`config.mk`:
```
export PLATFORM = sky130hd
export DESIGN_NAME = lc3_uart_mmio
export DESIGN_NICKNAME = d
export VERILOG_FILES = /design/src/rtl/lc3_uart_mmio.sv
export SDC_FILE = /design/constraint.sdc
export NUM_CORES = 1
export LEC_CHECK = 0
export BUFFER_PORTS_ARGS = -buffer_cell sky130_fd_sc_hd__clkbuf_2
export CAP_MARGIN = 40
export CORE_UTILIZATION = 50
export DETAILED_ROUTE_END_ITERATION = 8
export PLACE_DENSITY = 0.8
export SLEW_MARGIN = 15
export SYNTH_ARGS = -nofsm -noshare
export SYNTH_HDL_FRONTEND = slang
export SYNTH_SLANG_ARGS = --single-unit
```
`constraint.sdc`:
```
create_clock -name clk -period 3.3 [get_ports clk]
set_input_delay 0.66 -clock clk [delete_from_list [all_inputs] [get_ports clk]]
set_output_delay 0.66 -clock clk [all_outputs]
set_load 0.005 [all_outputs]
```
`src/rtl/lc3_uart_mmio.sv`:
```
// LC-3 console device: KBSR/KBDR/DSR/DDR registers bridging the core bus to
// the UART helper byte streams, with a small receive FIFO and one-byte transmit holding register.
module lc3_uart_mmio #(
  parameter int          RX_DEPTH  = 4,
  parameter logic [15:0] BASE_ADDR = 16'hFE00
) (
  input  logic        clk,
  input  logic        rst_n,
  input  logic [15:0] bus_addr,
  input  logic        bus_ren,
  input  logic        bus_wen,
  input  logic [15:0] bus_wdata,
  output logic [15:0] bus_rdata,
  output logic        bus_sel,
  output logic [7:0]  tx_data,
  output logic        tx_valid,
  input  logic        tx_ready,
  input  logic [7:0]  rx_data,
  input  logic        rx_valid,
  output logic        rx_ready,
  output logic        irq
);

  localparam int AW = $clog2(RX_DEPTH);
  localparam int CW = AW + 1;
  localparam logic [CW-1:0] DEPTH_C   = CW'(RX_DEPTH);
  localparam logic [15:0]   KBSR_ADDR = BASE_ADDR;
  localparam logic [15:0]   KBDR_ADDR = BASE_ADDR + 16'd2;
  localparam logic [15:0]   DSR_ADDR  = BASE_ADDR + 16'd4;
  localparam logic [15:0]   DDR_ADDR  = BASE_ADDR + 16'd6;

  logic [7:0]    rx_mem [RX_DEPTH];
  logic [AW-1:0] wr_ptr_q, wr_ptr_d;
  logic [AW-1:0] rd_ptr_q, rd_ptr_d;
  logic [CW-1:0] count_q, count_d;
  logic          tx_full_q, tx_full_d;
  logic [7:0]    tx_buf_q, tx_buf_d;
  logic          kb_ie_q, kb_ie_d;
  logic          ds_ie_q, ds_ie_d;
  logic          tx_drop_q, tx_drop_d;

  logic hit_kbsr, hit_kbdr, hit_dsr, hit_ddr;
  logic rx_empty, rx_full, push, pop;
  logic tx_hs, ddr_wr, ddr_accept, drop_set;
  logic unused_wdata;

  assign hit_kbsr = (bus_addr == KBSR_ADDR);
  assign hit_kbdr = (bus_addr == KBDR_ADDR);
  assign hit_dsr  = (bus_addr == DSR_ADDR);
  assign hit_ddr  = (bus_addr == DDR_ADDR);
  assign bus_sel  = hit_kbsr | hit_kbdr | hit_dsr | hit_ddr;

  assign rx_empty = (count_q == '0);
  assign rx_full  = (count_q == DEPTH_C);
  assign rx_ready = !rx_full;
  assign push     = rx_valid && rx_ready;
  assign pop      = bus_ren && hit_kbdr && !rx_empty;

  assign tx_valid   = tx_full_q;
  assign tx_data    = tx_buf_q;
  assign tx_hs      = tx_full_q && tx_ready;
  assign ddr_wr     = bus_wen && hit_ddr;
  // A write landing in the handshake cycle refills the buffer rather than dropping.
  assign ddr_accept = ddr_wr && (!tx_full_q || tx_hs);
  assign drop_set   = ddr_wr && tx_full_q && !tx_hs;

  assign irq = (kb_ie_q && !rx_empty) || (ds_ie_q && !tx_full_q);

  assign unused_wdata = ^{bus_wdata[15], bus_wdata[13:8]};

  always_comb begin
    wr_ptr_d = wr_ptr_q;
    rd_ptr_d = rd_ptr_q;
    count_d  = count_q;
    if (push) wr_ptr_d = wr_ptr_q + AW'(1);
    if (pop)  rd_ptr_d = rd_ptr_q + AW'(1);
    case ({push, pop})
      2'b10:   count_d = count_q + CW'(1);
      2'b01:   count_d = count_q - CW'(1);
      default: count_d = count_q;
    endcase
  end

  always_comb begin
    tx_full_d = tx_full_q;
    tx_buf_d  = tx_buf_q;
    kb_ie_d   = kb_ie_q;
    ds_ie_d   = ds_ie_q;
    tx_drop_d = tx_drop_q;
    if (ddr_accept) begin
      tx_full_d = 1'b1;
      tx_buf_d  = bus_wdata[7:0];
    end else if (tx_hs) begin
      tx_full_d = 1'b0;
    end
    if (drop_set) tx_drop_d = 1'b1;
    if (bus_wen && hit_kbsr) kb_ie_d = bus_wdata[14];
    if (bus_wen && hit_dsr) begin
      ds_ie_d = bus_wdata[14];
      if (bus_wdata[0]) tx_drop_d = 1'b0;
    end
  end

  // Read data reflects register state before any same-cycle write.
  always_comb begin
    bus_rdata = 16'h0000;
    if (bus_ren) begin
      if (hit_kbsr)
        bus_rdata = {!rx_empty, kb_ie_q, 14'b0};
      else if (hit_kbdr && !rx_empty)
        bus_rdata = {8'h00, rx_mem[rd_ptr_q]};
      else if (hit_dsr)
        bus_rdata = {!tx_full_q, ds_ie_q, 13'b0, tx_drop_q};
    end
  end

  always_ff @(posedge clk) begin
    if (push) rx_mem[wr_ptr_q] <= rx_data;
  end

  always_ff @(posedge clk or negedge rst_n) begin
    if (!rst_n) begin
      wr_ptr_q  <= '0;
      rd_ptr_q  <= '0;
      count_q   <= '0;
      tx_full_q <= 1'b0;
      tx_buf_q  <= 8'h00;
      kb_ie_q   <= 1'b0;
      ds_ie_q   <= 1'b0;
      tx_drop_q <= 1'b0;
    end else begin
      wr_ptr_q  <= wr_ptr_d;
      rd_ptr_q  <= rd_ptr_d;
      count_q   <= count_d;
      tx_full_q <= tx_full_d;
      tx_buf_q  <= tx_buf_d;
      kb_ie_q   <= kb_ie_d;
      ds_ie_q   <= ds_ie_d;
      tx_drop_q <= tx_drop_d;
    end
  end

endmodule
```
Word level (Yosys, flattened, before mapping)
Memories as Yosys holds them, arrays and structs flattened.
Cells that the tools add are included.
{"block": "word_totals", "ff_bits": 19, "ramBits": 32, "inputBits": 46, "output_inout_bits": 28, "word_cells": 57, "mem_count": 1}
{"name": "rx_mem", "words": 4, "width": 8, "read_ports": 1, "rd_clocked_by_memory_dff": 0, "write_ports": 1, "line": "32", "rtl": "logic [7:0] rx_mem [RX_DEPTH];"}
{"block": "classes", "addsub": 4, "n_eq_ne": 7, "n_mux": 12, "n_bitwise": 3, "reduce_logical": 22}
{"operator": "== test 16 bit (second input constant)", "n": 4}
{"operator": "2-to-1 mux 16 bit", "n": 4}
{"operator": "logical AND 1 bit", "n": 13}
{"operator": "2-to-1 mux 1 bit", "n": 7}
{"operator": "one-hot mux 3 bit (2 select lines)", "n": 1}
{"operator": "adder 2 x 1 -> 2 bit (second input constant)", "n": 2}
{"operator": "zero test 1 bit", "n": 4}
{"operator": "nonzero test 2 bit", "n": 2}
{"operator": "adder 3 x 1 -> 3 bit (second input constant)", "n": 1}
{"operator": "== test 3 bit (second input constant)", "n": 1}
{"operator": "zero test 3 bit", "n": 1}
{"operator": "OR 1 bit", "n": 3}
{"operator": "subtractor 3 x 1 -> 3 bit (second input constant)", "n": 1}
{"operator": "== test 2 x 1 -> 1 bit (second input constant)", "n": 1}
{"operator": "== test 2 bit (second input constant)", "n": 1}
{"operator": "logical OR 1 bit", "n": 2}

Logic depth before layout (Yosys ltp)
{"block": "depth", "ltp_word": 7, "ltp_mapped": 11, "depth_no_buf": 10}

Worst setup path before layout
OpenSTA, ideal clock, no wires.
{"block": "synth_path", "kind": "input -> register", "from": "input port bus_addr[0]", "to": "register count_q[2]", "setup_time_ps": 79, "arrival_ps": 2861, "required_ps": 3221, "slack_ps": 360, "path_stages": 11, "cell_sequence": "or4_4 nor4b_4 buf_6 nand4_4 inv_1 ha_1 inv_1 fa_1 xor2_1 nor2_1 xor2_1"}
{"block": "synth_between", "elab_chain_cells": 5, "elab_cells_between_ends": 7}
{"element": "start: declaration", "line": "9", "rtl": "input logic [15:0] bus_addr,"}
{"element": "== test 16 bit (*)", "line": "48", "rtl": "assign hit_kbdr = (bus_addr == KBDR_ADDR);"}
{"element": "logical AND 1 bit (*) (2 in series)", "line": "57", "rtl": "assign pop = bus_ren && hit_kbdr && !rx_empty;"}
{"element": "via pop", "line": "43", "rtl": "logic rx_empty, rx_full, push, pop;"}
{"element": "== test 2 x 1 -> 1 bit or == test 2 bit (tied branches)", "line": "77", "rtl": "case ({push, pop})"}
{"element": "one-hot mux 3 bit (2 select lines) or nonzero test 2 bit (tied branches)"}
{"element": "end signal: assignment", "line": "134", "rtl": "count_q <= count_d;"}
{"element": "end: declaration", "line": "35", "rtl": "logic [CW-1:0] count_q, count_d;"}
Mark *: on every way through the listed nets, which the timed path passes. The rest lies on a longest branch.
A chain may end at the register's enable or synchronous reset.

Final worst setup path
{"block": "layout_path", "from": "input port bus_addr[0]", "to": "output port bus_rdata[15]"}
{"block": "layout_between", "elab_chain_cells": 5, "elab_cells_between_ends": 8}
{"element": "== test 16 bit (on tied branches)", "line": "49, 48"}
{"element": "2-to-1 mux 16 bit or logical AND 1 bit (tied branches)", "line": "112, 110"}
{"element": "2-to-1 mux 16 bit", "line": "110", "rtl": "else if (hit_kbdr && !rx_empty)"}
{"element": "2-to-1 mux 16 bit (*)", "line": "108", "rtl": "if (hit_kbsr)"}
{"element": "2-to-1 mux 16 bit (*)", "line": "107", "rtl": "if (bus_ren) begin"}
{"element": "end: declaration", "line": "13", "rtl": "output logic [15:0] bus_rdata,"}
Mark *: on every way between the ends. The rest lies on a longest branch, timed or not.

==> Implementation_results.wiki <==
{| class="wikitable"
! Metric !! Value
|-
| Clk root buf || clkbuf_8
|-
| Area share of fa/ha/maj cells after synthesis || 0.0352
|-
| Detailed Place HPWL || 3.11 mm
|-
| Synth-to-Final Area Change || 17.0%
|-
| Vertical die dimension || 70.5 um
|-
| Portion of total power attributed to the clock network || 0.232
|-
| Drt first pass iters || 6
|-
| Std cell rows || 24
|-
| Final Max Slew Viols || 0
|-
| Total number of vias || approximately 1400
|-
| Max-cap viol count || 0
|-
| Routability Congestion || 0.719
|-
| Minimum clock period after layout || a little under 3 ns
|-
| Layout cells sized above 1 || 0.428
|-
| Type of the worst setup path || primary input to output port
|-
| P_sw || approximately 380 uW
|-
| Transition time at the pin with the least slew margin || around 0.55 ns
|-
| Post-Synthesis Mean Instance Area || approximately 15 sq um
|-
| Max-slew headroom at the worst pin || 0.633
|-
| Flop and latch count out of synthesis || just over 50
|-
| Result of the run || complete, but fails checks
|-
| Count of buffers from port buffering || 60
|-
| H-tree depth || 2
|-
| Simple-Gate Fraction of Synth Area || 0.126
|-
| Cell Int Power || 1050 uW
|-
| Violated checks || design-rule violations
|-
| Gate count after technology mapping || 152
|-
| Area share of xor/xnor cells in the synthesized design || 0.0224
|-
| Global-route wire length before repair || 6.89 mm
|-
| Required time reported for the critical path endpoint || 2.64 ns
|-
| Average via count per standard cell || between 5 and 6
|-
| Largest fanout on the critical path || 10
|-
| Number of synthesis warnings || 0
|-
| Total Die Area || 4980 sq um
|-
| NumNets Final || 266
|-
| Power share of the combinational group || 0.178
|-
| Number of buffers created by CTS || 5
|-
| Average wire per cell in the routed design || 15.4 um
|-
| Clock transition time at the flip-flop clock pins of the worst setup and hold paths || 0.09 ns
|-
| Clock tree from TritonCTS || done
|-
| Resize count post-CTS || 0
|-
| DIE WIDTH || 70.5 um
|-
| Combinational family with the most area after synthesis || multiplexers
|-
| Residual DRC || 9
|-
| Post-layout total power || between 1000 and 1500 uW
|-
| Total inserted antenna cells || 0
|-
| Worst Skew || 0.00842 ns
|-
| Global Route Usage Sum || 0.184
|-
| Timing-limited maximum frequency || approximately 340 MHz
|-
| Fin crit share || 0.892
|-
| Setup Total Neg Slack || 0 ns
|-
| Total power per unit cell area || 523 nW/um^2
|-
| Type of the most critical hold path || primary input to async pin
|-
| RSZ-0062 raised after global routing || false
|-
| Hold-fix buffers, CTS || 0
|-
| Complex-gate fraction of the synthesized area || 0.0181
|-
| # clock sinks || 51
|-
| Number of distinct library cell variants in the gate-level netlist after synthesis || 37
|-
| Core Footprint || 4440 sq um
|-
| Arrival time at the worst endpoint || 2.28 ns
|-
| Final WL || ~4 mm
|-
| Kind of start point of the critical path || primary input
|-
| DR iter-0 viols || 99
|-
| Leak pwr || 0.00125 uW
|-
| Post-synthesis sequential area ratio || 0.612
|-
| Setup Viol. Count Final || 0
|-
| IO Count || 74
|-
| Mux cell area share after synthesis || 0.137
|-
| Final count of hold timing violations || 0
|-
| Peak supply drop || 0.271 mV
|-
| Seq pwr share || 0.590
|-
| Total gr overflow || 0
|-
| CP endpoint kind || output port
|-
| Share of total power consumed by net switching || 0.267
|-
| Number of buffers on the longest clock path || 2
|-
| Largest net degree at the start of global routing || 20
|-
| Starting Density || 0.528
|-
| Post-route ant nets || 0
|-
| Clock latency reported for the late side of the worst-skew pair || 0.30 ns
|-
| Number of buffers inserted by post-CTS setup repair || 0
|-
| Number of antenna violations at the first check in global routing || 0
|-
| Synthesized area || ~2300 sq um
|-
| Number of global-route vias before repair || 1439
|}
logic make-up after synthesis:
family | after synthesis
AND/OR/NAND/NOR | 41
buffers and inverters | 21
multiplexers | 20
XOR/XNOR | 6
other | 1
AO/OA/AOI/OAI | 6
adder cells (fa/ha/maj) | 6
flip-flops | 51
flip-flops by register name (all words and copies together) (netlist names):
signal,flops
tx_drop_q,1
kb_ie_q,1
rd_ptr_q,2
tx_valid,1
tx_data,8
rx_mem,32
ds_ie_q,1
wr_ptr_q,2
count_q,3
final timing paths:
check / endpoint / cells after the start / slack (ns) / startpoint
max in group asynchronous: tx_data[3] / 1 / 2.67 / rst_n
hold / removal: rd_ptr_q[0] / 1 / 0.30 / rst_n
hold reg to reg: tx_data[0] / 1 / 0.51 / tx_data[0]
setup / recovery: bus_rdata[15] / 7 / 0.36 / bus_addr[0]
setup reg to reg: count_q[2] / 10 / 1.05 / count_q[0]
min in group clk: tx_data[0] / 1 / 0.51 / tx_data[0]
synthesized netlist by cell type, drive strengths merged:
cell / n / area [sq um]
conb: 1 / 3.75
a31oi: 2 / 12.5
mux2i: 1 / 10.0
ha: 5 / 62.6
xnor2: 4 / 35.0
nand2b: 1 / 6.26
a2bb2oi: 1 / 8.76
nand2: 4 / 15.0
nand4: 3 / 48.8
mux2: 11 / 131
nand3b: 1 / 11.3
and2: 2 / 12.5
or4: 1 / 11.3
buf: 10 / 71.3
nand4b: 2 / 17.5
and2b: 3 / 22.5
edfxtp: 32 / 961
clkbuf: 1 / 3.75
nor3: 1 / 5.00
fa: 1 / 20.0
nor2: 6 / 22.5
and3: 6 / 37.5
nor2b: 6 / 37.5
o211a: 1 / 10.0
inv: 10 / 37.5
mux4: 8 / 180
xor2: 2 / 17.5
o22ai: 1 / 6.26
nand3: 4 / 25.0
nor4b: 1 / 23.8
dfrtp: 19 / 475
o21ai: 1 / 5.00
cell type report:
| class | count | area [sq um] |
|---|---|---|
| Inverter | 10 | 37.5 |
| Sequential cell | 51 | 1440 |
| Multi-Input combinational cell | 85 | 818 |
| Tap cell | 52 | 65.1 |
| Fill cell | 344 | 1700 |
| Timing Repair Buffer | 61 | 308 |
| Clock buffer | 5 | 68.8 |
| Clock inverter | 3 | 15.0 |
per-layer routing:
| metal | wire length, um | part of all wire | up-vias | GRT usage |
|---|---|---|---|---|
| met2 | 2270 | 0.55 | 34 | 0.321 |
| met1 | 1610 | 0.39 | 700 | 0.225 |
| met3 | 166 | 0.040 | 5 | 0.0399 |
| met4 | 55 | 0.013 | 0 | 0.0733 |
| met5 | 0 | 0 | - | 0 |
| li1 | - | - | 669 | - |
power by group through the flow:
| stage | sequential [uW] | combinational (uW) | clock [uW] |
|---|---|---|---|
| after floorplan | 843 | 181 | 0 |
| after global placement | 853 | 242 | 0 |
| after detailed placement | 863 | 261 | 0 |
| after CTS | 849 | 263 | 340 |
| after global routing | 859 | 290 | 361 |
| final | 848 | 256 | 333 |
through the flow:
step	hold slack, ns	instance area, sq um	worst slack [ns]	cells	utilization
after floorplan	0.364	2370	0.360	157	-
after global placement	0.487	2670	0.290	259	0.600
after detailed placement	0.494	2670	0.245	259	0.600
after CTS	0.316	2750	0.352	267	0.619
after global routing	0.330	2750	0.236	267	0.619
final	0.301	2750	0.357	267	0.619
cell usage in the layout (no fill, tap or decap), types with 2 or more instances in the layout:
master and n:
a31oi_1 2, and2_1 2, and2b_1 3, and3_1 6
clkbuf_2 60, clkbuf_8 5, clkinv_1 2, conb_1 6
dfrtp_1 19, edfxtp_1 32, ha_1 5, inv_1 10
mux2_2 9, mux2_4 2, mux4_2 8, nand2_1 4
nand3_1 3, nand4_4 2, nand4b_1 2, nor2_1 6
nor2b_1 6, xnor2_1 4, xor2_1 2
critical path, stage by stage:
cell and delay [ns]:
clkbuf_2 0.08, or4_4 0.54, nor4b_4 0.30, buf_4 0.25, nor2b_1 0.17, o211a_1 0.17, clkbuf_2 0.11
No activity file was read; power rests on OpenSTA's default activity.
